--- config.mk ---
export PLATFORM = sky130hd
export DESIGN_NAME = lsu
export DESIGN_NICKNAME = d
export VERILOG_FILES = /design/src/rtl/lsu.sv
export SDC_FILE = /design/constraint.sdc
export NUM_CORES = 1
export LEC_CHECK = 0
export CAP_MARGIN = 15
export CORE_MARGIN = 5
export CORE_UTILIZATION = 55
export CTS_CLUSTER_DIAMETER = 60
export DETAILED_ROUTE_END_ITERATION = 8
export DONT_BUFFER_PORTS = 1
export PLACE_DENSITY = 0.7
export SYNTH_ARGS = -nofsm -noshare
export SYNTH_HDL_FRONTEND = slang
export SYNTH_SLANG_ARGS = --single-unit
export TNS_END_PERCENT = 30
--- constraint.sdc ---
create_clock -name clk -period 4.9 [get_ports clk]
set_clock_uncertainty 0.1 [all_clocks]
set_input_delay 1.225 -clock clk [delete_from_list [all_inputs] [get_ports clk]]
set_output_delay 1.225 -clock clk [all_outputs]
set_load 0.01 [all_outputs]
--- src/rtl/lsu.sv ---
// lsu: RV32I byte/half/word load-store unit in front of a word-addressed dmem port.
// Define LSU_MISALIGN_EN to allow misaligned accesses; word-crossing ones split into two beats.
module lsu (
    input  logic        clk,
    input  logic        reset,
    input  logic        req_valid,
    output logic        req_ready,
    input  logic        req_we,
    input  logic [2:0]  req_funct3,
    input  logic [31:0] req_addr,
    input  logic [31:0] req_wdata,
    output logic        resp_valid,
    output logic [31:0] resp_rdata,
    output logic        resp_err,
    output logic        mem_we,
    output logic [31:0] mem_a,
    output logic [31:0] mem_wd,
    output logic [31:0] mem_wmask,
    input  logic [31:0] mem_rd
);

    typedef enum logic [1:0] {
        IDLE  = 2'd0,
        BEAT0 = 2'd1,
        BEAT1 = 2'd2,
        RESP  = 2'd3
    } state_t;

    function automatic logic [3:0] size_lanes(input logic [1:0] sz);
        case (sz)
            2'd0:    size_lanes = 4'b0001;
            2'd1:    size_lanes = 4'b0011;
            2'd2:    size_lanes = 4'b1111;
            default: size_lanes = 4'b0000;
        endcase
    endfunction

    function automatic logic illegal_funct3(input logic we, input logic [2:0] f3);
        if (we) begin
            illegal_funct3 = f3[2] || (f3[1:0] == 2'd3);
        end else begin
            illegal_funct3 = (f3 == 3'd3) || (f3 == 3'd6) || (f3 == 3'd7);
        end
    endfunction

    function automatic logic misaligned(input logic [1:0] sz, input logic [1:0] off);
        case (sz)
            2'd1:    misaligned = off[0];
            2'd2:    misaligned = (off != 2'd0);
            default: misaligned = 1'b0;
        endcase
    endfunction

    function automatic logic [31:0] lanes_to_mask(input logic [3:0] lanes);
        lanes_to_mask = {{8{lanes[3]}}, {8{lanes[2]}}, {8{lanes[1]}}, {8{lanes[0]}}};
    endfunction

    function automatic logic [31:0] extend_load(input logic [2:0] f3, input logic [31:0] raw);
        case (f3)
            3'd0:    extend_load = {{24{raw[7]}}, raw[7:0]};
            3'd1:    extend_load = {{16{raw[15]}}, raw[15:0]};
            3'd2:    extend_load = raw;
            3'd4:    extend_load = {24'h000000, raw[7:0]};
            3'd5:    extend_load = {16'h0000, raw[15:0]};
            default: extend_load = 32'h0000_0000;
        endcase
    endfunction

    state_t      state_r, state_s;
    logic        we_r, err_r, split_r;
    logic [2:0]  funct3_r;
    logic [31:0] addr_r, wdata_r;
    logic [3:0]  lanes_hi_r;
    logic [31:0] asm_r, asm_s;

    logic        req_err_s, req_split_s;
    logic [7:0]  req_lanes_s;
    logic [2:0]  hi_bytes_s;

    logic        req_ready_s, resp_valid_s, resp_err_s, mem_we_s;
    logic [31:0] resp_rdata_s, mem_a_s, mem_wd_s, mem_wmask_s;
    logic        req_ready_r, resp_valid_r, resp_err_r, mem_we_r;
    logic [31:0] resp_rdata_r, mem_a_r, mem_wd_r, mem_wmask_r;

    // Classify the incoming request: byte lanes over two words, error, and split
    always_comb begin
        req_lanes_s = {4'b0000, size_lanes(req_funct3[1:0])} << req_addr[1:0];
`ifdef LSU_MISALIGN_EN
        req_err_s   = illegal_funct3(req_we, req_funct3);
        req_split_s = !req_err_s && (req_lanes_s[7:4] != 4'b0000);
`else
        req_err_s   = illegal_funct3(req_we, req_funct3) ||
                      misaligned(req_funct3[1:0], req_addr[1:0]);
        req_split_s = 1'b0;
`endif
    end

    // Number of bytes of the word that land in the lower part of a split access
    always_comb begin
        hi_bytes_s = 3'd4 - {1'b0, addr_r[1:0]};
    end

    // Load assembly: BEAT0 brings the low bytes down, BEAT1 ORs in the spill-over
    always_comb begin
        asm_s = asm_r;
        if (!we_r && (state_r == BEAT0)) begin
            asm_s = mem_rd >> {addr_r[1:0], 3'b000};
        end else if (!we_r && (state_r == BEAT1)) begin
            asm_s = asm_r | (mem_rd << {hi_bytes_s, 3'b000});
        end else begin
            asm_s = asm_r;
        end
    end

    // State register
    always_ff @(posedge clk) begin
        if (reset) begin
            state_r <= IDLE;
        end else begin
            state_r <= state_s;
        end
    end

    // Next-state logic
    always_comb begin
        state_s = state_r;
        case (state_r)
            IDLE:    state_s = req_valid ? BEAT0 : IDLE;
            BEAT0:   state_s = split_r ? BEAT1 : RESP;
            BEAT1:   state_s = RESP;
            RESP:    state_s = IDLE;
            default: state_s = IDLE;
        endcase
    end

    // Output values for the state being entered; registered below
    always_comb begin
        req_ready_s  = 1'b0;
        resp_valid_s = 1'b0;
        resp_err_s   = 1'b0;
        resp_rdata_s = 32'h0000_0000;
        mem_we_s     = 1'b0;
        mem_a_s      = mem_a_r;
        mem_wd_s     = 32'h0000_0000;
        mem_wmask_s  = 32'h0000_0000;
        case (state_s)
            IDLE: begin
                req_ready_s = 1'b1;
            end
            BEAT0: begin
                mem_a_s     = {req_addr[31:2], 2'b00};
                mem_we_s    = req_we && !req_err_s;
                mem_wd_s    = req_wdata << {req_addr[1:0], 3'b000};
                mem_wmask_s = req_err_s ? 32'h0000_0000 : lanes_to_mask(req_lanes_s[3:0]);
            end
            BEAT1: begin
                mem_a_s     = {addr_r[31:2], 2'b00} + 32'd4;
                mem_we_s    = we_r;
                mem_wd_s    = wdata_r >> {hi_bytes_s, 3'b000};
                mem_wmask_s = lanes_to_mask(lanes_hi_r);
            end
            RESP: begin
                resp_valid_s = 1'b1;
                resp_err_s   = err_r;
                resp_rdata_s = (we_r || err_r) ? 32'h0000_0000 : extend_load(funct3_r, asm_s);
            end
            default: begin
                req_ready_s = 1'b0;
            end
        endcase
    end

    // Latch the request on acceptance
    always_ff @(posedge clk) begin
        if (reset) begin
            we_r       <= 1'b0;
            funct3_r   <= 3'd0;
            addr_r     <= 32'h0000_0000;
            wdata_r    <= 32'h0000_0000;
            err_r      <= 1'b0;
            split_r    <= 1'b0;
            lanes_hi_r <= 4'b0000;
        end else if ((state_r == IDLE) && req_valid) begin
            we_r       <= req_we;
            funct3_r   <= req_funct3;
            addr_r     <= req_addr;
            wdata_r    <= req_wdata;
            err_r      <= req_err_s;
            split_r    <= req_split_s;
            lanes_hi_r <= req_lanes_s[7:4];
        end
    end

    // Load assembly register
    always_ff @(posedge clk) begin
        if (reset) begin
            asm_r <= 32'h0000_0000;
        end else begin
            asm_r <= asm_s;
        end
    end

    // Output registers
    always_ff @(posedge clk) begin
        if (reset) begin
            req_ready_r  <= 1'b1;
            resp_valid_r <= 1'b0;
            resp_err_r   <= 1'b0;
            resp_rdata_r <= 32'h0000_0000;
            mem_we_r     <= 1'b0;
            mem_a_r      <= 32'h0000_0000;
            mem_wd_r     <= 32'h0000_0000;
            mem_wmask_r  <= 32'h0000_0000;
        end else begin
            req_ready_r  <= req_ready_s;
            resp_valid_r <= resp_valid_s;
            resp_err_r   <= resp_err_s;
            resp_rdata_r <= resp_rdata_s;
            mem_we_r     <= mem_we_s;
            mem_a_r      <= mem_a_s;
            mem_wd_r     <= mem_wd_s;
            mem_wmask_r  <= mem_wmask_s;
        end
    end

    assign req_ready  = req_ready_r;
    assign resp_valid = resp_valid_r;
    assign resp_err   = resp_err_r;
    assign resp_rdata = resp_rdata_r;
    // A reset arriving mid-beat must keep dmem from committing that beat's write
    assign mem_we     = mem_we_r && !reset;
    assign mem_a      = mem_a_r;
    assign mem_wd     = mem_wd_r;
    assign mem_wmask  = mem_wmask_r;

endmodule
# [Yosys cells after proc, flatten, opt, wreduce, memory -nomap -nowiden]
# Cells that the tools add are included.
[op_classes] n_bitwise=2 n_eq_ne=16 shifts=5 add_sub_neg=2 n_mux=15 n_reduce_logical=22
[ops] operator="$pmux W32 S2" n=3
[ops] operator="$pmux W32 S5" n=1
[ops] operator="$mux W32" n=3
[ops] operator="$add A32 B3 Y32 const B" n=1
[ops] operator="$or A32 B32 Y32" n=1
[ops] operator="$shl A32 B5 Y32" n=1
[ops] operator="$shl A32 B6 Y32" n=1
[ops] operator="$shr A32 B5 Y32" n=1
[ops] operator="$shr A32 B6 Y32" n=1
[ops] operator="$eq A2 B2 Y1 const B" n=6
[ops] operator="$eq A3 B3 Y1 const B" n=4
[ops] operator="$pmux W4 S3" n=1
[ops] operator="$shl A4 B2 Y8" n=1
[ops] operator="$eq A2 B1 Y1 const B" n=3
[ops] operator="$eq A3 B2 Y1 const B" n=2
[ops] operator="$logic_not A2 Y1" n=3
[ops] operator="$pmux W2 S3" n=1
[ops] operator="$logic_and A1 B1 Y1" n=5
[ops] operator="$logic_or A1 B1 Y1" n=5
[ops] operator="$mux W1" n=4
[ops] operator="$pmux W1 S2" n=2
[ops] operator="$reduce_bool A2 Y1" n=2
[ops] operator="$reduce_or A2 Y1" n=2
[ops] operator="$eq A3 B1 Y1 const B" n=1
[ops] operator="5 further kinds" n=7
[totals] input_bits=103 output_inout_bits=132 register_bits=239 wordCells=78

# [Depth between registers and ports, before layout]
# Gate-level depths: netlist of the first run.
[depth] ltp_word=8 depth_mapped=12 ltp_nobuf=10

# [Worst setup path after synthesis of the first run]
# No wires, ideal clock.
[synth_timing] kind="input to register" start="input req_valid" end="register mem_wd_r[24] (netlist: mem_wd[24])" setup_slack_ns=1.845 stages=8 t_required_ns=4.735 arrival_time_ns=2.890 cell_sequence="mux2i_1 ha_1 buf_2 nor3b_1 and2_1 clkbuf_1 a32oi_1 nor2_1"
[synth_via] elab_chain_cells=4
[synth_lines] item="start, declared" line="6" rtl="input logic req_valid,"
[synth_lines] item="$mux W1 (*)" line="128" rtl="IDLE: state_s = req_valid ? BEAT0 : IDLE;"
[synth_lines] item="$pmux W2 S3 (*)" line="127" rtl="case (state_r)"
[synth_lines] item="$eq A2 B2 Y1 / $eq A2 B1 Y1 (equally long branches)" line="146" rtl="case (state_s)"
[synth_lines] item="$pmux W32 S2 (*)" line="146"
[synth_lines] item="end signal, assigned" line="221" rtl="mem_wd_r <= mem_wd_s;"
[synth_lines] item="end, declared" line="83" rtl="logic [31:0] resp_rdata_r, mem_a_r, mem_wd_r, mem_wmask_r;"
# Mark *: on every way between the ends. The rest lies on a longest branch, timed or not.
# A chain may end at the register's enable or synchronous reset.

# [Worst setup path in the final report of the first run]
[layout_timing] start="register addr_r[0]" end="register resp_rdata_r[30] (netlist: resp_rdata[30])"
[layout_via] elab_chain_cells=6
[layout_lines] item="start, declared" line="72" rtl="logic [31:0] addr_r, wdata_r;"
[layout_lines] item="start signal, assigned" line="186" rtl="addr_r <= req_addr;"
[layout_lines] item="$sub A3 B2 Y3" line="100" rtl="hi_bytes_s = 3'd4 - {1'b0, addr_r[1:0]};"
[layout_lines] item="$shl A32 B6 Y32" line="109" rtl="asm_s = asm_r | (mem_rd << {hi_bytes_s, 3'b000});"
[layout_lines] item="$or A32 B32 Y32" line="109"
[layout_lines] item="$mux W32" line="108" rtl="end else if (!we_r && (state_r == BEAT1)) begin"
[layout_lines] item="$mux W32 (*)" line="106" rtl="if (!we_r && (state_r == BEAT0)) begin"
[layout_lines] item="$pmux W32 S5 (*)" line="59" rtl="case (f3)"
[layout_lines] item="end signal, assigned" line="218" rtl="resp_rdata_r <= resp_rdata_s;"
[layout_lines] item="end, declared" line="83"
# Marked as above.

==> impl_metrics.prom, run 1 <==
# TYPE chip_impl_metric gauge
chip_impl_metric{name="internal_power",unit="mW"} 3.48
chip_impl_info{name="crit_path_kind",value="reg -> reg"} 1
chip_impl_info{name="yosys_most_used_dff",value="sky130_fd_sc_hd__dfxtp_1"} 1
chip_impl_metric{name="regToRegSetupSlack",unit="ns"} 1.25
chip_impl_metric{name="power.net_switching",unit="mW"} 1.70
chip_impl_metric{name="clk_pin_slew_worst_setup_hold_paths",unit="ns"} 0.06
chip_impl_metric{name="post_dp_cell_area",unit="um^2"} 9910
chip_impl_metric{name="stdcell_count",unit=""} 1405
chip_impl_metric{name="cap_violations",unit=""} 0
chip_impl_metric{name="dp_hpwl",unit="mm"} 18.7
chip_impl_info{name="holdCritPathClass",value="reg -> reg"} 1
chip_impl_metric{name="cell_total_after_placement",unit=""} 1363
chip_impl_metric{name="die_width",unit="um"} 146
chip_impl_metric{name="wl_met1",unit="mm"} 11.7
chip_impl_info{name="worst_path_cell_trace",value="inv_1 -> ha_2 -> buf_4 -> nand2b_1 -> nor4_1 -> o32ai_1 -> o21a_4 -> o21ai_0"} 1
chip_impl_info{name="status",value="finished, final reports clean"} 1
chip_impl_metric{name="synth_cell_type_count",unit=""} 54
chip_impl_metric{name="grt_first_pass_wirelength",unit="mm"} 44.0
chip_impl_metric{name="ys_async_sr_fraction",unit="%"} 0
chip_impl_metric{name="cellLeakagePower",unit="nW"} 3.82
chip_impl_metric{name="postSynthRegisterBits",unit=""} 208
chip_impl_metric{name="synth_warnings",unit=""} 0
chip_impl_info{name="ys_top_cells_by_area",value="sky130_fd_sc_hd__dfxtp_1 41%, sky130_fd_sc_hd__nand2_1 8.2%, sky130_fd_sc_hd__mux2i_1 6.8%"} 1
chip_impl_metric{name="final-setup-viol-count",unit=""} 0
chip_impl_metric{name="postRouteWirelength",unit="mm"} 28.1
chip_impl_metric{name="power.share.sequential",unit="%"} 41.6
chip_impl_metric{name="fmax",unit="MHz"} 274
chip_impl_metric{name="worst_hold_slack",unit="ns"} 0.352
chip_impl_info{name="reg2reg_from",value="addr_r[0]$_SDFFE_PP0P_"} 1
chip_impl_info{name="final_common_cell",value="sky130_fd_sc_hd__nand2_1"} 1
chip_impl_metric{name="cts_hold_buf",unit=""} 0
chip_impl_metric{name="pwr-share-comb",unit="%"} 23.1
chip_impl_metric{name="synth_edf_count",unit=""} 0
chip_impl_metric{name="hold-path-cell-count",unit=""} 2
chip_impl_metric{name="tritoncts_num_sinks",unit=""} 208
chip_impl_metric{name="antenna_left",unit=""} 0
chip_impl_info{name="worst_setup_path_start_kind",value="register"} 1
chip_impl_metric{name="port-buffer-count",unit=""} 0
chip_impl_metric{name="critical_path_required",unit="ns"} 5.15
chip_impl_info{name="most-common-layout-cells",value="221 x sky130_fd_sc_hd__nand2_1, 207 x sky130_fd_sc_hd__dfxtp_1, 126 x sky130_fd_sc_hd__nor2_1, 118 x sky130_fd_sc_hd__a21oi_1, 69 x sky130_fd_sc_hd__mux2i_1"} 1
chip_impl_metric{name="irDropWorstVdd",unit="V"} 0.000358
chip_impl_metric{name="cts_setup_buffers",unit=""} 0
chip_impl_metric{name="syn_avg_cell_area",unit="um^2"} 8.11
chip_impl_metric{name="period_utilisation_layout",unit="%"} 74.6
chip_impl_metric{name="rows",unit=""} 49
chip_impl_metric{name="grt_start_max_net_pins",unit=""} 142
chip_impl_info{name="tritoncts",value="built"} 1
chip_impl_metric{name="cts_made_buffers",unit=""} 24
chip_impl_metric{name="maxSlewViolCount",unit=""} 0
chip_impl_metric{name="power_density",unit="nW/um^2"} 483
chip_impl_info{name="hold_path_startpoint",value="wdata_r[8]$_SDFFE_PP0P_"} 1
chip_impl_metric{name="start_util",unit="%"} 56.2
chip_impl_metric{name="syn-cell-area",unit="um^2"} 10200
chip_impl_metric{name="routabilityCongestion",unit=""} 0.868
chip_impl_metric{name="synth_top_area_share",unit="%"} 41.0
chip_impl_metric{name="first_global_vias",unit=""} 7855
chip_impl_metric{name="relSlewSlack",unit="%"} 26.3
chip_impl_metric{name="drtIter0Drc",unit=""} 749
chip_impl_info{name="top_layer_used",value="met4"} 1
chip_impl_metric{name="synth.yosys.seq_area_share",unit="%"} 41.0
chip_impl_info{name="cell_family_contributing_the_most_delay_on_the_critical_path",value="buffers and inverters"} 1
chip_impl_metric{name="met3RoutedLength",unit="mm"} 2.87
chip_impl_metric{name="ff2ff_path_depth",unit=""} 8
chip_impl_metric{name="fill_cells",unit=""} 1646
chip_impl_metric{name="drc",unit=""} 0
chip_impl_info{name="cts-root-buf",value="sky130_fd_sc_hd__clkbuf_16"} 1
chip_impl_metric{name="dr_wl_met2",unit="mm"} 12.8
chip_impl_metric{name="fin_area",unit="um^2"} 10700
chip_impl_metric{name="wl_per_cell",unit="um"} 20.0
chip_impl_metric{name="clock_tree.htree_level_count",unit=""} 1
chip_impl_metric{name="power.share.clock",unit="%"} 35.3
chip_impl_info{name="slowest_stage",value="sky130_fd_sc_hd__dfxtp_2"} 1
chip_impl_metric{name="area_growth",unit="%"} 5.47
chip_impl_info{name="synth_area_leader_cell",value="sky130_fd_sc_hd__dfxtp_1"} 1
chip_impl_info{name="r2r_end",value="resp_rdata[30]$_SDFF_PP0_"} 1
chip_impl_metric{name="timing.critical_path.buf_inv",unit=""} 2
chip_impl_metric{name="grt_use_total",unit="%"} 24.8
chip_impl_metric{name="diodes",unit=""} 0
chip_impl_metric{name="floorplan.die.height",unit="um"} 146
chip_impl_metric{name="swShare",unit="%"} 32.8
chip_impl_metric{name="grt-ovfl-total",unit=""} 0
chip_impl_metric{name="hold_viol_final",unit=""} 0
chip_impl_metric{name="worst-endpoint-arrival",unit="ns"} 3.91
chip_impl_info{name="grt_setup_unrepaired",value="false"} 1
chip_impl_metric{name="worstMarginPinSlew",unit="ns"} 1.10
chip_impl_metric{name="critPathMaxStageDelay",unit="ns"} 0.65
chip_impl_metric{name="placeableCoreArea",unit="um^2"} 18100
chip_impl_metric{name="clock_insertion_delay_worst_skew",unit="ns"} 0.52
chip_impl_info{name="whs_endpoint",value="wdata_r[8]$_SDFFE_PP0P_"} 1
chip_impl_metric{name="drt_pass1_iterations",unit=""} 7
chip_impl_metric{name="num-nets-final",unit=""} 1277
chip_impl_metric{name="cts_buffer_depth",unit=""} 3
chip_impl_metric{name="ios",unit=""} 235
chip_impl_info{name="worst_setup_path_end_kind",value="register"} 1
chip_impl_metric{name="syn-instance-count",unit=""} 1253
chip_impl_metric{name="finalCriticalPeriod",unit="ns"} 3.65
chip_impl_metric{name="vias_per_cell",unit=""} 6.10
chip_impl_metric{name="post_route_cells_drive_above_1_share",unit="%"} 7.74
chip_impl_metric{name="worst-path-max-fanout",unit=""} 51
chip_impl_metric{name="post_cts_resized",unit=""} 0
chip_impl_metric{name="total_design_power",unit="mW"} 5.17
chip_impl_metric{name="vias",unit=""} 8573
chip_impl_metric{name="fin_tns_setup",unit="ns"} 0
chip_impl_metric{name="antenna_found_initial",unit=""} 0
chip_impl_metric{name="dieArea",unit="um^2"} 21300
[final cells by class]
type / instances / area, um^2 / area share (%)
multi-input cells: 899 / 5320 / 49.6
clock inverters: 5 / 85.1 / 0.794
flip-flops and latches: 208 / 4170 / 38.9
clock buffers: 37 / 721 / 6.73
repair buffers: 10 / 75.1 / 0.701
inverters: 17 / 63.8 / 0.596
well taps: 229 / 287 / 2.67
[cell usage after synthesis (9+ instances only)]
master                     count
sky130_fd_sc_hd__nand3_1      16
sky130_fd_sc_hd__a21oi_1     118
sky130_fd_sc_hd__nor2b_1      25
sky130_fd_sc_hd__ha_1         14
sky130_fd_sc_hd__buf_2        15
sky130_fd_sc_hd__a31oi_1      16
sky130_fd_sc_hd__a211o_1      10
sky130_fd_sc_hd__nand2_1     222
sky130_fd_sc_hd__clkbuf_1     68
sky130_fd_sc_hd__a22oi_1       9
sky130_fd_sc_hd__xnor2_1      19
sky130_fd_sc_hd__a32oi_1      19
sky130_fd_sc_hd__nor3b_1      23
sky130_fd_sc_hd__buf_4        30
sky130_fd_sc_hd__a211oi_1     13
sky130_fd_sc_hd__o21ai_0      57
sky130_fd_sc_hd__mux2i_1      69
sky130_fd_sc_hd__buf_1        15
sky130_fd_sc_hd__o21ai_2      10
sky130_fd_sc_hd__mux2_2       17
sky130_fd_sc_hd__nor2_1      126
sky130_fd_sc_hd__dfxtp_1     208
sky130_fd_sc_hd__o22ai_1      25
sky130_fd_sc_hd__a222oi_1     16
sky130_fd_sc_hd__inv_1        17
[registers in the layout, indices dropped and copies added, names as in the netlist]
register,count
resp_rdata,32
asm_r,32
wdata_r,32
mem_a,30
state_r,2
we_r,1
resp_err,1
lanes_hi_r,3
addr_r,32
mem_we_r,1
funct3_r,3
mem_wmask,4
req_ready,1
resp_valid,1
mem_wd,32
err_r,1
[power groups by stage]
| stage | Clock [mW] | Sequential [mW] | Combinational, mW |
|---|---|---|---|
| detailed placement | 0 | 2.19 | 1.19 |
| global route | 1.93 | 2.18 | 1.35 |
| global placement | 0 | 2.19 | 1.17 |
| floorplan | 0 | 2.12 | 1.03 |
| CTS | 1.85 | 2.16 | 1.19 |
| finish | 1.82 | 2.15 | 1.20 |
[worst min-delay path, stage by stage (launching register included)]
cell and delay (ns):
sky130_fd_sc_hd__dfxtp_1 0.30, sky130_fd_sc_hd__nand2_1 0.05, sky130_fd_sc_hd__a21oi_1 0.05
[layer usage]
layer  track usage [%]  vias to the layer above
li1                  -                     4152
met1              33.1                     4028
met2              39.0                      345
met3              8.00                       48
met4              6.27                        0
met5                 0                        -
[stage by stage]
| stage | util, % | worst slack, ns |
|---|---|---|
| finish | 59.2 | 1.25 |
| global route | 59.2 | 1.05 |
| CTS | 59.2 | 1.28 |
| detailed placement | 54.8 | 1.32 |
| global placement | 54.8 | 1.46 |
| floorplan | - | 1.84 |
[logic make-up (layout without fill, tap and decap cells)]
logic type                 after synthesis  count (layout)  synth area share (%)
DFF                                    208             208                  41.0
buffers and inverters                  147              69                  6.87
xor gates and xnor gates                25              25                  2.16
and+or+nand+nor                        468             468                  20.9
adders and majority gates               14              14                  1.72
AOI/OAI and AO/OA                      304             304                  18.7
muxes                                   86              86                  8.68
other                                    1               2                0.0369
[worst max path at each step]
| stage | end | cells after the start | start |
|---|---|---|---|
| 2_1_floorplan | mem_wd[24]$_SDFF_PP0_ | 8 | req_valid |
| 3_3_place_gp | resp_rdata[18]$_SDFF_PP0_ | 8 | addr_r[0]$_SDFFE_PP0P_ |
| 3_5_place_dp | resp_rdata[18]$_SDFF_PP0_ | 8 | addr_r[0]$_SDFFE_PP0P_ |
| 4_1_cts | resp_rdata[16]$_SDFF_PP0_ | 8 | addr_r[0]$_SDFFE_PP0P_ |
| 5_1_grt | resp_rdata[16]$_SDFF_PP0_ | 8 | addr_r[0]$_SDFFE_PP0P_ |
| 6_report | resp_rdata[30]$_SDFF_PP0_ | 8 | addr_r[0]$_SDFFE_PP0P_ |
(Power assumes the default switching activity.)
==> inputs of run 2 (changes only) <==
- clock period: 4.9 -> 3.5 ns (I/O delays scaled with it)
==> impl_metrics.prom, run 2 (same netlist as run 1, synthesis figures left out) <==
# TYPE chip_impl_metric gauge
chip_impl_info{name="status",value="finished, final reports clean"} 1
chip_impl_metric{name="dp_hpwl",unit="mm"} 18.6
chip_impl_info{name="crit_path_kind",value="reg -> reg"} 1
chip_impl_info{name="final_common_cell",value="sky130_fd_sc_hd__nand2_1"} 1
chip_impl_metric{name="swShare",unit="%"} 32.6
chip_impl_metric{name="timing.critical_path.buf_inv",unit=""} 2
chip_impl_metric{name="relSlewSlack",unit="%"} 43.3
chip_impl_metric{name="tritoncts_num_sinks",unit=""} 208
chip_impl_metric{name="wl_per_cell",unit="um"} 19.7
chip_impl_metric{name="cap_violations",unit=""} 0
chip_impl_metric{name="hold_viol_final",unit=""} 0
chip_impl_info{name="cell_family_contributing_the_most_delay_on_the_critical_path",value="compound AO/OA/AOI/OAI gates"} 1
chip_impl_metric{name="power.share.clock",unit="%"} 35.3
chip_impl_metric{name="grt-ovfl-total",unit=""} 0
chip_impl_metric{name="diodes",unit=""} 0
chip_impl_info{name="slowest_stage",value="sky130_fd_sc_hd__buf_4"} 1
chip_impl_metric{name="final-setup-viol-count",unit=""} 0
chip_impl_metric{name="irDropWorstVdd",unit="V"} 0.000395
chip_impl_metric{name="grt_start_max_net_pins",unit=""} 142
chip_impl_metric{name="worst-endpoint-arrival",unit="ns"} 3.24
chip_impl_metric{name="port-buffer-count",unit=""} 0
chip_impl_metric{name="rows",unit=""} 49
chip_impl_metric{name="clock_tree.htree_level_count",unit=""} 1
chip_impl_metric{name="dieArea",unit="um^2"} 21300
chip_impl_metric{name="fin_tns_setup",unit="ns"} 0
chip_impl_metric{name="ff2ff_path_depth",unit=""} 8
chip_impl_info{name="holdCritPathClass",value="in -> reg"} 1
chip_impl_metric{name="cts_made_buffers",unit=""} 24
chip_impl_metric{name="drc",unit=""} 0
chip_impl_metric{name="clock_insertion_delay_worst_skew",unit="ns"} 0.51
chip_impl_metric{name="worst_hold_slack",unit="ns"} 0.330
chip_impl_metric{name="worst-path-max-fanout",unit=""} 51
chip_impl_metric{name="area_growth",unit="%"} 6.29
chip_impl_metric{name="drt_pass1_iterations",unit=""} 8
chip_impl_info{name="cts-root-buf",value="sky130_fd_sc_hd__clkbuf_16"} 1
chip_impl_metric{name="critPathMaxStageDelay",unit="ns"} 0.58
chip_impl_metric{name="internal_power",unit="mW"} 4.91
chip_impl_metric{name="drtIter0Drc",unit=""} 762
chip_impl_metric{name="worstMarginPinSlew",unit="ns"} 0.849
chip_impl_metric{name="vias_per_cell",unit=""} 6.04
chip_impl_metric{name="placeableCoreArea",unit="um^2"} 18100
chip_impl_metric{name="antenna_found_initial",unit=""} 0
chip_impl_metric{name="grt_use_total",unit="%"} 25.1
chip_impl_metric{name="postRouteWirelength",unit="mm"} 27.8
chip_impl_metric{name="power_density",unit="nW/um^2"} 674
chip_impl_metric{name="power.share.sequential",unit="%"} 41.3
chip_impl_metric{name="hold-path-cell-count",unit=""} 1
chip_impl_metric{name="depth_of_the_critical_timing_path_with_buffers_and_inverters_included",unit=""} 8
chip_impl_metric{name="die_width",unit="um"} 146
chip_impl_metric{name="first_global_vias",unit=""} 8026
chip_impl_metric{name="antenna_left",unit=""} 0
chip_impl_info{name="worst_path_cell_trace",value="inv_1 -> ha_2 -> buf_4 -> nand2b_1 -> nor4_1 -> o32ai_1 -> o21a_4 -> o21ai_0"} 1
chip_impl_metric{name="fill_cells",unit=""} 1605
chip_impl_metric{name="pwr-share-comb",unit="%"} 23.4
chip_impl_info{name="tritoncts",value="built"} 1
chip_impl_metric{name="routabilityCongestion",unit=""} 0.846
chip_impl_metric{name="floorplan.die.height",unit="um"} 146
chip_impl_metric{name="grt_first_pass_wirelength",unit="mm"} 44.9
chip_impl_metric{name="fmax",unit="MHz"} 337
chip_impl_metric{name="cellLeakagePower",unit="nW"} 3.88
chip_impl_metric{name="ios",unit=""} 235
chip_impl_info{name="worst_setup_path_start_kind",value="register"} 1
chip_impl_metric{name="cts_hold_buf",unit=""} 0
chip_impl_metric{name="vias",unit=""} 8538
chip_impl_metric{name="finalCriticalPeriod",unit="ns"} 2.97
chip_impl_metric{name="power.net_switching",unit="mW"} 2.37
chip_impl_metric{name="start_util",unit="%"} 56.2
chip_impl_metric{name="num-nets-final",unit=""} 1285
chip_impl_metric{name="cts_setup_buffers",unit=""} 0
chip_impl_metric{name="cts_buffer_depth",unit=""} 3
chip_impl_info{name="most-common-layout-cells",value="221 x sky130_fd_sc_hd__nand2_1, 207 x sky130_fd_sc_hd__dfxtp_1, 126 x sky130_fd_sc_hd__nor2_1, 118 x sky130_fd_sc_hd__a21oi_1, 69 x sky130_fd_sc_hd__mux2i_1"} 1
chip_impl_info{name="worst_setup_path_end_kind",value="register"} 1
chip_impl_metric{name="post_cts_resized",unit=""} 0
chip_impl_metric{name="clk_pin_slew_worst_setup_hold_paths",unit="ns"} 0.06
chip_impl_metric{name="period_utilisation_layout",unit="%"} 84.8
chip_impl_metric{name="utilization",unit="%"} 59.7
chip_impl_info{name="grt_setup_unrepaired",value="false"} 1
chip_impl_metric{name="critical_path_required",unit="ns"} 3.77
chip_impl_metric{name="post_route_cells_drive_above_1_share",unit="%"} 8.52
chip_impl_metric{name="maxSlewViolCount",unit=""} 0
## run 2: layout make-up
type	instances	area [um^2]	share of cell area, %
Multi-Input combinational cell	899	5320	49.2
Sequential cell	208	4170	38.6
Clock buffer	37	731	6.77
Tap cell	229	287	2.65
Timing Repair Buffer	18	148	1.37
Clock inverter	6	86.3	0.800
Inverter	17	63.8	0.591
## run 2: path summary, 6_finish.rpt
path,start,to,slack (ns)
worst max-delay path,addr_r[0]$_SDFFE_PP0P_,resp_rdata[16]$_SDFF_PP0_,0.53
worst min-delay path,reset,mem_a[8]$_SDFFE_PP0N_,0.33
worst max register to register,addr_r[0]$_SDFFE_PP0P_,resp_rdata[16]$_SDFF_PP0_,0.53
worst min register to register,wdata_r[4]$_SDFFE_PP0P_,wdata_r[4]$_SDFFE_PP0P_,0.35
## run 2: per-stage QoR
step | power, mW | cell area, um^2 | instances | setup WS, ns
5_1_grt | 7.70 | 10800 | 1414 | 0.322
6_report | 7.28 | 10800 | 1414 | 0.533
3_5_place_dp | 4.75 | 9980 | 1371 | 0.552
3_3_place_gp | 4.72 | 9980 | 1371 | 0.594
4_1_cts | 7.31 | 10800 | 1414 | 0.541
2_1_floorplan | 4.40 | 10200 | 1254 | 0.545
## run 2: power by group through the flow
stage / combinational [mW] / clock, mW / sequential [mW]
floorplan: 1.44 / 0 / 2.96
global placement: 1.66 / 0 / 3.06
detailed placement: 1.69 / 0 / 3.06
CTS: 1.70 / 2.60 / 3.01
global route: 1.94 / 2.71 / 3.05
finish: 1.71 / 2.57 / 3.01
## run 2: metal layers
metal	part of all wire [%]	track usage, %
met1	41	33.6
met3	11	8.28
met4	2.1	5.75
met2	46	39.7
met5	0	0
==> inputs of run 3 (changes only) <==
- PLACE_DENSITY: 0.7 -> 0.73
- clock period: 3.5 -> 2.6 ns (I/O delays scaled with it)
==> impl_metrics.prom, run 3 (same netlist as run 1, synthesis figures left out) <==
# TYPE chip_impl_metric gauge
chip_impl_info{name="status",value="finished, final reports clean"} 1
chip_impl_metric{name="routabilityCongestion",unit=""} 0.888
chip_impl_metric{name="drt_pass1_iterations",unit=""} 6
chip_impl_metric{name="cts_buffer_depth",unit=""} 3
chip_impl_metric{name="antenna_left",unit=""} 0
chip_impl_metric{name="start_util",unit="%"} 56.2
chip_impl_metric{name="vias",unit=""} 8653
chip_impl_metric{name="ios",unit=""} 235
chip_impl_metric{name="multi_input_gate_area_in_the_final_layout",unit="um^2"} 5380
chip_impl_metric{name="num-nets-final",unit=""} 1303
chip_impl_metric{name="drc",unit=""} 0
chip_impl_metric{name="port-buffer-count",unit=""} 0
chip_impl_metric{name="fill_cells",unit=""} 1547
chip_impl_metric{name="power_density",unit="nW/um^2"} 906
chip_impl_metric{name="grt_first_pass_wirelength",unit="mm"} 44.6
chip_impl_info{name="final_common_cell",value="sky130_fd_sc_hd__nand2_1"} 1
chip_impl_metric{name="dp_hpwl",unit="mm"} 19.0
chip_impl_info{name="holdCritPathClass",value="in -> reg"} 1
chip_impl_metric{name="worst-endpoint-arrival",unit="ns"} 2.82
chip_impl_info{name="tritoncts",value="built"} 1
chip_impl_metric{name="tritoncts_num_sinks",unit=""} 208
chip_impl_info{name="crit_path_kind",value="reg -> reg"} 1
chip_impl_metric{name="cap_violations",unit=""} 0
chip_impl_metric{name="clock_insertion_delay_worst_skew",unit="ns"} 0.50
chip_impl_metric{name="dieArea",unit="um^2"} 21300
chip_impl_metric{name="grt_start_max_net_pins",unit=""} 142
chip_impl_metric{name="cellLeakagePower",unit="nW"} 3.97
chip_impl_metric{name="critical_path_required",unit="ns"} 2.94
chip_impl_metric{name="maxSlewViolCount",unit=""} 0
chip_impl_metric{name="stdcell_count",unit=""} 1431
chip_impl_metric{name="diodes",unit=""} 0
chip_impl_metric{name="vias_per_cell",unit=""} 6.05
chip_impl_info{name="worst_setup_path_start_kind",value="register"} 1
chip_impl_info{name="cell_family_contributing_the_most_delay_on_the_critical_path",value="simple AND/OR/NAND/NOR gates"} 1
chip_impl_metric{name="first_global_vias",unit=""} 8184
chip_impl_metric{name="total_design_power",unit="mW"} 9.98
chip_impl_metric{name="postRouteWirelength",unit="mm"} 28.1
chip_impl_metric{name="power.share.sequential",unit="%"} 40.4
chip_impl_metric{name="fmax",unit="MHz"} 404
chip_impl_metric{name="worstMarginPinSlew",unit="ns"} 0.838
chip_impl_info{name="cts-root-buf",value="sky130_fd_sc_hd__clkbuf_16"} 1
chip_impl_metric{name="utilization",unit="%"} 60.9
chip_impl_metric{name="worst-path-max-fanout",unit=""} 8
chip_impl_info{name="worst_path_cell_trace",value="inv_2 -> ha_2 -> mux2i_2 -> inv_1 -> ha_2 -> nor4b_4 -> nand3b_1 -> or4b_4 -> o21a_2 -> o21ai_2"} 1
chip_impl_metric{name="regToRegSetupSlack",unit="ns"} 0.12
chip_impl_metric{name="post_route_cells_drive_above_1_share",unit="%"} 11.0
chip_impl_metric{name="antenna_found_initial",unit=""} 0
chip_impl_metric{name="clock_tree.htree_level_count",unit=""} 1
chip_impl_metric{name="wl_per_cell",unit="um"} 19.7
chip_impl_info{name="most-common-layout-cells",value="221 x sky130_fd_sc_hd__nand2_1, 205 x sky130_fd_sc_hd__dfxtp_1, 126 x sky130_fd_sc_hd__nor2_1, 118 x sky130_fd_sc_hd__a21oi_1, 68 x sky130_fd_sc_hd__mux2i_1"} 1
chip_impl_metric{name="drtIter0Drc",unit=""} 714
chip_impl_info{name="slowest_stage",value="sky130_fd_sc_hd__or4b_4"} 1
chip_impl_metric{name="placeableCoreArea",unit="um^2"} 18100
chip_impl_metric{name="rows",unit=""} 49
chip_impl_metric{name="grt-ovfl-total",unit=""} 0
chip_impl_metric{name="final-setup-viol-count",unit=""} 0
chip_impl_metric{name="power.net_switching",unit="mW"} 3.23
chip_impl_metric{name="pwr-share-comb",unit="%"} 24.8
chip_impl_metric{name="internal_power",unit="mW"} 6.75
chip_impl_metric{name="critPathMaxStageDelay",unit="ns"} 0.57
chip_impl_metric{name="power.share.clock",unit="%"} 34.7
chip_impl_metric{name="period_utilisation_layout",unit="%"} 95.3
chip_impl_metric{name="swShare",unit="%"} 32.4
chip_impl_metric{name="timing.critical_path.buf_inv",unit=""} 2
chip_impl_metric{name="die_width",unit="um"} 146
chip_impl_metric{name="cts_made_buffers",unit=""} 23
chip_impl_info{name="worst_setup_path_end_kind",value="register"} 1
chip_impl_metric{name="area_growth",unit="%"} 8.44
chip_impl_metric{name="clk_pin_slew_worst_setup_hold_paths",unit="ns"} 0.06
chip_impl_metric{name="regArea",unit="um^2"} 4170
chip_impl_metric{name="hold_viol_final",unit=""} 0
chip_impl_info{name="worst_path_most_repeated_cell",value="sky130_fd_sc_hd__ha_2"} 1
chip_impl_metric{name="finalCriticalPeriod",unit="ns"} 2.48
chip_impl_metric{name="irDropWorstVdd",unit="V"} 0.000713
chip_impl_metric{name="grt_use_total",unit="%"} 24.9
chip_impl_metric{name="floorplan.die.height",unit="um"} 146
chip_impl_metric{name="cell_total_after_placement",unit=""} 1388
chip_impl_metric{name="relSlewSlack",unit="%"} 43.9
[run 3: cell types whose count changed in the layout (fill, tap and decap cells not counted), sizes merged]
cell,delta
bufinv,+2
clkinvlp,+1
buf,+18
o21a,+1
clkbuf,-6
inv,-1
clkinv,+2
[run 3: final cells by class]
| type | instances | share of cell area (%) |
|---|---|---|
| Sequential cell | 208 | 37.8 |
| Tap cell | 229 | 2.60 |
| Timing Repair Buffer | 36 | 2.79 |
| Clock inverter | 10 | 1.42 |
| Inverter | 17 | 0.579 |
| Clock buffer | 31 | 5.95 |
| Multi-Input combinational cell | 900 | 48.8 |
[run 3: routing by layer]
metal	share of wire [%]	wire (um)	global-route usage, %
met5	0	0	0
met4	2.3	643	6.13
met3	10	2910	7.54
met2	46	13000	41.0
met1	41	11500	32.3
[run 3: power by group through the flow]
| stage | Clock [mW] | Sequential [mW] | Combinational (mW) |
|---|---|---|---|
| global placement | 0 | 4.10 | 2.36 |
| finish | 3.47 | 4.04 | 2.48 |
| detailed placement | 0 | 4.10 | 2.42 |
| CTS | 3.54 | 4.04 | 2.43 |
| global route | 3.67 | 4.09 | 2.78 |
| floorplan | 0 | 3.99 | 1.95 |
[run 3: what timing repair did]
| action | 4_1_cts | 5_1_grt |
|---|---|---|
| hold buffers | 0 | 0 |
| resized for setup | 1 | 11 |
| gates cloned | 0 | 1 |
| pin swaps | 0 | 1 |
| buffers inserted | 0 | 1 |
| endpoints found under the setup margin | 24 | 65 |
[run 3: stage by stage]
step	setup slack, ns	hold slack, ns	setup TNS (ns)	instance area (um^2)
CTS	0.00167	0.0995	0	11000
floorplan	0.00741	0.332	0	10200
detailed placement	-0.0608	0.341	-0.634	10100
global placement	0.0580	0.337	0	10100
finish	0.122	0.118	0	11000
global route	-0.00985	0.0940	-0.0823	11000
[run 3: final timing paths]
path                            start                         to  cells after the start
max             state_r[0]$_SDFF_PP0_  resp_rdata[25]$_SDFF_PP0_                     10
min                             reset    addr_r[18]$_SDFFE_PP0P_                      1
max reg2reg     state_r[0]$_SDFF_PP0_  resp_rdata[25]$_SDFF_PP0_                     10
min reg2reg  wdata_r[15]$_SDFFE_PP0P_   wdata_r[15]$_SDFFE_PP0P_                      2
